==> src/rtl/regfile_wb_queue.sv <==
// Write-back merge queue: buffers multi-cycle unit writes, merges them behind the main pipeline's
// write-back stream onto the single register-file write port, and forwards pending values to decode.
module regfile_wb_queue #(
    parameter int DEPTH      = 4,
    parameter int DW         = 32,
    parameter int AW         = 5,
    parameter int STARVE_MAX = 8
) (
    input  logic                    clk,
    input  logic                    rst,
    input  logic                    in_valid,
    output logic                    in_ready,
    input  logic [AW-1:0]           in_waddr,
    input  logic [DW-1:0]           in_wdata,
    input  logic                    pipe_we,
    input  logic [AW-1:0]           pipe_waddr,
    input  logic [DW-1:0]           pipe_wdata,
    output logic                    we,
    output logic [AW-1:0]           waddr,
    output logic [DW-1:0]           wdata,
    input  logic [AW-1:0]           lk_addr1,
    output logic                    lk_hit1,
    output logic [DW-1:0]           lk_data1,
    input  logic [AW-1:0]           lk_addr2,
    output logic                    lk_hit2,
    output logic [DW-1:0]           lk_data2,
    output logic                    stall_req,
    output logic [$clog2(DEPTH):0]  count
);

    localparam int PW = $clog2(DEPTH);
    localparam int CW = PW + 1;
    localparam int SW = $clog2(STARVE_MAX + 1);

    logic [AW-1:0] ent_addr_q [DEPTH];
    logic [AW-1:0] ent_addr_d [DEPTH];
    logic [DW-1:0] ent_data_q [DEPTH];
    logic [DW-1:0] ent_data_d [DEPTH];
    logic [DEPTH-1:0] ent_vld_q, ent_vld_d;

    logic [PW-1:0] rd_ptr_q, rd_ptr_d;
    logic [PW-1:0] wr_ptr_q, wr_ptr_d;
    logic [CW-1:0] count_q, count_d;
    logic [SW-1:0] starve_q, starve_d;

    logic          we_q, we_d;
    logic [AW-1:0] waddr_q, waddr_d;
    logic [DW-1:0] wdata_q, wdata_d;
    logic          stall_req_q, stall_req_d;

    logic full_s, enq_s, pop_s, squash_en_s;

    assign in_ready  = ~full_s;
    assign we        = we_q;
    assign waddr     = waddr_q;
    assign wdata     = wdata_q;
    assign stall_req = stall_req_q;
    assign count     = count_q;

    // Handshake qualifiers; an address-0 write completes the handshake but takes no slot.
    always_comb begin
        full_s      = (count_q == CW'(DEPTH));
        enq_s       = in_valid & ~full_s & (in_waddr != {AW{1'b0}});
        pop_s       = ~pipe_we & (count_q != {CW{1'b0}});
        squash_en_s = pipe_we & (pipe_waddr != {AW{1'b0}});
    end

    // FIFO next state: squash older matches first so a same-cycle enqueue stays valid.
    always_comb begin
        ent_addr_d = ent_addr_q;
        ent_data_d = ent_data_q;
        ent_vld_d  = ent_vld_q;
        for (int i = 0; i < DEPTH; i++) begin
            ent_vld_d[i] = ent_vld_q[i] & ~(squash_en_s & (ent_addr_q[i] == pipe_waddr));
        end
        if (pop_s) begin
            ent_vld_d[rd_ptr_q] = 1'b0;
            rd_ptr_d            = rd_ptr_q + PW'(1'b1);
        end else begin
            rd_ptr_d = rd_ptr_q;
        end
        if (enq_s) begin
            ent_addr_d[wr_ptr_q] = in_waddr;
            ent_data_d[wr_ptr_q] = in_wdata;
            ent_vld_d[wr_ptr_q]  = 1'b1;
            wr_ptr_d             = wr_ptr_q + PW'(1'b1);
        end else begin
            wr_ptr_d = wr_ptr_q;
        end
        count_d = count_q + CW'(enq_s) - CW'(pop_s);
    end

    // Write-port arbitration: pipeline first, then the FIFO head (squashed heads pop silently).
    always_comb begin
        if (pipe_we) begin
            we_d    = (pipe_waddr != {AW{1'b0}});
            waddr_d = we_d ? pipe_waddr : {AW{1'b0}};
            wdata_d = we_d ? pipe_wdata : {DW{1'b0}};
        end else if (pop_s) begin
            we_d    = ent_vld_q[rd_ptr_q];
            waddr_d = we_d ? ent_addr_q[rd_ptr_q] : {AW{1'b0}};
            wdata_d = we_d ? ent_data_q[rd_ptr_q] : {DW{1'b0}};
        end else begin
            we_d    = 1'b0;
            waddr_d = {AW{1'b0}};
            wdata_d = {DW{1'b0}};
        end
    end

    // Starvation: count blocked cycles with work pending; pulse stall_req and restart at the limit.
    always_comb begin
        if (pipe_we && (count_q != {CW{1'b0}})) begin
            if (starve_q == SW'(STARVE_MAX - 1)) begin
                starve_d    = {SW{1'b0}};
                stall_req_d = 1'b1;
            end else begin
                starve_d    = starve_q + SW'(1'b1);
                stall_req_d = 1'b0;
            end
        end else begin
            starve_d    = {SW{1'b0}};
            stall_req_d = 1'b0;
        end
    end

    // Forwarding lookup: scan oldest to youngest so the youngest valid match wins, then the output reg.
    always_comb begin
        logic m1, m2;
        logic [PW-1:0] idx;
        lk_hit1  = 1'b0;
        lk_data1 = {DW{1'b0}};
        lk_hit2  = 1'b0;
        lk_data2 = {DW{1'b0}};
        for (int i = 0; i < DEPTH; i++) begin
            idx = rd_ptr_q + PW'(i);
            m1  = (CW'(i) < count_q) & ent_vld_q[idx] & (ent_addr_q[idx] == lk_addr1)
                  & (lk_addr1 != {AW{1'b0}});
            m2  = (CW'(i) < count_q) & ent_vld_q[idx] & (ent_addr_q[idx] == lk_addr2)
                  & (lk_addr2 != {AW{1'b0}});
            lk_data1 = m1 ? ent_data_q[idx] : lk_data1;
            lk_data2 = m2 ? ent_data_q[idx] : lk_data2;
            lk_hit1  = lk_hit1 | m1;
            lk_hit2  = lk_hit2 | m2;
        end
        m1 = ~lk_hit1 & we_q & (waddr_q == lk_addr1) & (lk_addr1 != {AW{1'b0}});
        m2 = ~lk_hit2 & we_q & (waddr_q == lk_addr2) & (lk_addr2 != {AW{1'b0}});
        lk_data1 = m1 ? wdata_q : lk_data1;
        lk_data2 = m2 ? wdata_q : lk_data2;
        lk_hit1  = lk_hit1 | m1;
        lk_hit2  = lk_hit2 | m2;
    end

    // State registers; reset drops everything queued, including a write already on the port.
    always_ff @(posedge clk or negedge rst) begin
        if (!rst) begin
            for (int i = 0; i < DEPTH; i++) begin
                ent_addr_q[i] <= {AW{1'b0}};
                ent_data_q[i] <= {DW{1'b0}};
            end
            ent_vld_q   <= {DEPTH{1'b0}};
            rd_ptr_q    <= {PW{1'b0}};
            wr_ptr_q    <= {PW{1'b0}};
            count_q     <= {CW{1'b0}};
            starve_q    <= {SW{1'b0}};
            we_q        <= 1'b0;
            waddr_q     <= {AW{1'b0}};
            wdata_q     <= {DW{1'b0}};
            stall_req_q <= 1'b0;
        end else begin
            ent_addr_q  <= ent_addr_d;
            ent_data_q  <= ent_data_d;
            ent_vld_q   <= ent_vld_d;
            rd_ptr_q    <= rd_ptr_d;
            wr_ptr_q    <= wr_ptr_d;
            count_q     <= count_d;
            starve_q    <= starve_d;
            we_q        <= we_d;
            waddr_q     <= waddr_d;
            wdata_q     <= wdata_d;
            stall_req_q <= stall_req_d;
        end
    end

endmodule

==> config.mk <==
export PLATFORM = sky130hd
export DESIGN_NAME = regfile_wb_queue
export DESIGN_NICKNAME = d
export VERILOG_FILES = /design/src/rtl/regfile_wb_queue.sv
export SDC_FILE = /design/constraint.sdc
export NUM_CORES = 1
export LEC_CHECK = 0
export ABC_AREA = 1
export CORE_MARGIN = 4
export CORE_UTILIZATION = 57
export DETAILED_ROUTE_END_ITERATION = 10
export DONT_BUFFER_PORTS = 1
export MAX_ROUTING_LAYER = met4
export PLACE_DENSITY = 0.72
export SLEW_MARGIN = 0
export SYNTH_ARGS = -nofsm -noshare
export SYNTH_HDL_FRONTEND = slang
export SYNTH_SLANG_ARGS = --single-unit
==> constraint.sdc <==
create_clock -name clk -period 4.85 [get_ports clk]
set_clock_uncertainty 0.1 [all_clocks]
set_input_delay 0.7275 -clock clk [delete_from_list [all_inputs] [get_ports clk]]
set_output_delay 0.7275 -clock clk [all_outputs]
set_load 0.05 [all_outputs]
==> flow_summary.ini <==
[run_status]
outcome = finished, violations left
violations = negative hold slack

[clock_network]
numClockSinks = 202
cts_root_buf = sky130_fd_sc_hd__clkbuf_16
cts_made_buffers = 23
clock_tree.htree_level_count = 1
clockBufferDepth = 3
clock_network_latency_to_the_later_pin_of_the_worst_skew_pair_ns = 0.53
tritoncts = yes
clk_transition_reported_paths_ns = 0.06

[setup_path]
worstRegToRegCells = 9
timing.critical_path.slowest_stage_cell = sky130_fd_sc_hd__dfrtp_4
cp-end-kind = primary output
critical-path-top-delay-family = simple AND/OR/NAND/NOR gates
critPathBufInv = 3
timing.critical_path.required_ns = 4.02
max_stage_delay_ns = 0.61
path_max_fanout = 29
worstPathCellList = inv_2 > ha_2 > inv_2 > nand3_1 > nand2_1 > xor2_1 > nor2_1 > nand3_1 > nand2_1 > nor2_2 > nand3_1 > nand2_1 > buf_12
worst-endpoint-arrival_ns = 3.85
classification_of_the_worst_setup_path = reg -> out
r2r-end = ent_data_q[14]
regToRegStartpoint = count[1]
crit_path_start_kind = register
reg2reg_setup_slack_ns = 1.17

[route]
met1Wirelength_um = 25700
post_drt_via_cell_ratio = 6.02
antenna_left = 0
wl_met2_um = 23200
drc = 0
dr_total_vias = 17700
first_iter_violations = 2711
postRouteWirelength_um = 60500
top_layer_used_by_detailed_routing = met4
number_of_detailed_route_iterations_in_the_first_pass = 8
met3WireLength_um = 10900
post_drt_wl_per_cell_um = 20.6

[timing]
fin_setup_tns_ns = 0
worst_slew_margin_rel_pct = 36.8
timing.final.ws_setup_ns = 0.168
timing.fmax_mhz = 214
timing_hold_violations_final = 202
final.period_utilization_pct = 96.5
hold_ws_ns = -0.207
max_slew.worst_pin.slew_ns = 0.938
slew_viols_final = 0
report.final.setup_viol = 0
timing.final.crit_period_ns = 4.68

[yosys]
post_synth.cell_area_avg_um2 = 6.16
synthesis.yosys.warnings = 0
syn-cell-area_um2 = 16000
synth.yosys.seq_area_share_pct = 31.7
unique_cell_type_count_in_the_yosys_netlist = 39
synth.ff_latch_count = 202
mappedNetlistNets = 2690
netlist_instances = 2588

[final_layout]
drive_above_1_share_pct = 8.20
final_core_util_pct = 67.1
antenna_cells = 0
layout.nets = 2660
flow.area_growth_from_synthesis_pct = 14.6

[global_routing]
antenna_found_initial = 0
grt_usage_pct = 38.8
vias_in_the_first_global_route = 15300
grt_max_degree = 241
overflow = 0
global_route_wire_length_before_repair_um = 91500

[floorplan]
die_w_um = 175
fp-row-count = 60
die_area_um2 = 30700
floorplan.die.height_um = 175
design.portCount = 197
floorplan.core_area_um2 = 27300
initial_utilization_pct = 58.5

[place]
placement.io_buffers = 0
rd_place_congestion = 0.989
dp_slack_ns = 0.646
detailedPlacementHpwl_um = 43800

[min_path]
timing.hold.worst.class = in -> async

[flow_run]
drv.max_cap_violation_count = 0
## logic make-up after synthesis
family	share of synthesized area (%)
AO/OA/AOI/OAI	15.5
XOR/XNOR	2.25
adder cells (fa/ha/maj)	1.15
buffers and inverters	10.9
flip-flops	31.7
multiplexers	0.314
AND/OR/NAND/NOR	38.2
## cells in the final DEF, fill, tap and decap left out, types with 23 or more instances in the layout
master / n
sky130_fd_sc_hd__buf_4: 62
sky130_fd_sc_hd__nand4_1: 81
sky130_fd_sc_hd__nand2_1: 972
sky130_fd_sc_hd__clkbuf_16: 23
sky130_fd_sc_hd__buf_12: 69
sky130_fd_sc_hd__dfrtp_1: 200
sky130_fd_sc_hd__o21ai_0: 376
sky130_fd_sc_hd__nand3_1: 193
sky130_fd_sc_hd__inv_1: 232
sky130_fd_sc_hd__nand3b_1: 32
sky130_fd_sc_hd__a32o_1: 32
sky130_fd_sc_hd__xor2_1: 31
sky130_fd_sc_hd__nor2_1: 124
## Yosys cell counts, drive strengths merged
cell | instances | area share [%]
clkinv | 1 | 0.024
o211ai | 1 | 0.047
xor2 | 31 | 1.7
clkbuf | 88 | 2.1
o21a | 12 | 0.56
fa | 1 | 0.13
nand4 | 81 | 3.2
nor2b | 1 | 0.039
and3 | 1 | 0.039
nor3 | 11 | 0.35
nand3b | 33 | 1.6
o21ai | 393 | 12
inv | 236 | 5.6
o2111ai | 3 | 0.16
nor4 | 2 | 0.078
nand3 | 195 | 6.2
nand2 | 978 | 23
ha | 13 | 1.0
or2 | 8 | 0.31
a32o | 32 | 2.0
nor2 | 136 | 3.4
o22ai | 4 | 0.16
and2 | 2 | 0.078
dfrtp | 202 | 32
a21oi | 6 | 0.21
mux2i | 5 | 0.31
buf | 102 | 3.2
xnor2 | 10 | 0.55
## layout make-up
type | instances | area [µm²]
inverter | 237 | 890
tap | 372 | 465
timing repair buffer | 133 | 1870
clock buffer | 36 | 714
sequential | 202 | 5060
fill | 2385 | 8970
clock inverter | 4 | 66.3
multi-input combinational | 1961 | 9220
## registers in the layout, summed over array words and instances (netlist names)
signal / count
ent_addr_q: 20
waddr: 5
stall_req: 1
rd_ptr_q: 2
starve_q: 4
ent_data_q: 128
we: 1
wdata: 32
wr_ptr_q: 2
count: 3
ent_vld_q: 4
## worst max path at each step
stage                           start      endpoint  slack (ns)  cells after the start
final                     rd_ptr_q[0]   lk_data2[2]        0.17                     13
after global routing      rd_ptr_q[0]   lk_data2[2]       -0.01                     13
after CTS                 rd_ptr_q[1]   lk_data1[6]         0.1                     14
after detailed placement  rd_ptr_q[1]   lk_data1[6]        0.65                     14
after global placement    rd_ptr_q[1]   lk_data1[6]        0.70                     14
after floorplan           rd_ptr_q[1]  lk_data2[23]        0.91                     18
## per-stage QoR
stage,std cells,instance area (µm²)
3_5_place_dp,2896,17400
4_1_cts,2936,18200
5_1_grt,2945,18300
2_1_floorplan,2588,16000
3_3_place_gp,2896,17400
6_report,2945,18300
## per-layer routing
metal  global-route usage [%]  vias up
li1                         -     8280
met1                     58.5     8140
met2                     49.8     1227
met3                     16.0       72
met4                     4.48        0
met5                        -        -
## what timing repair did
| action | CTS | global route |
|---|---|---|
| gates resized for setup | 0 | 3 |
| setup endpoints to repair | 0 | 35 |
| buffers inserted | 0 | 7 |
| endpoints found under the hold margin | 202 | 202 |
Power is left out: the tool's default activity adds up to more than one toggle a clock period on the data nets, which glitch-free logic cannot reach.
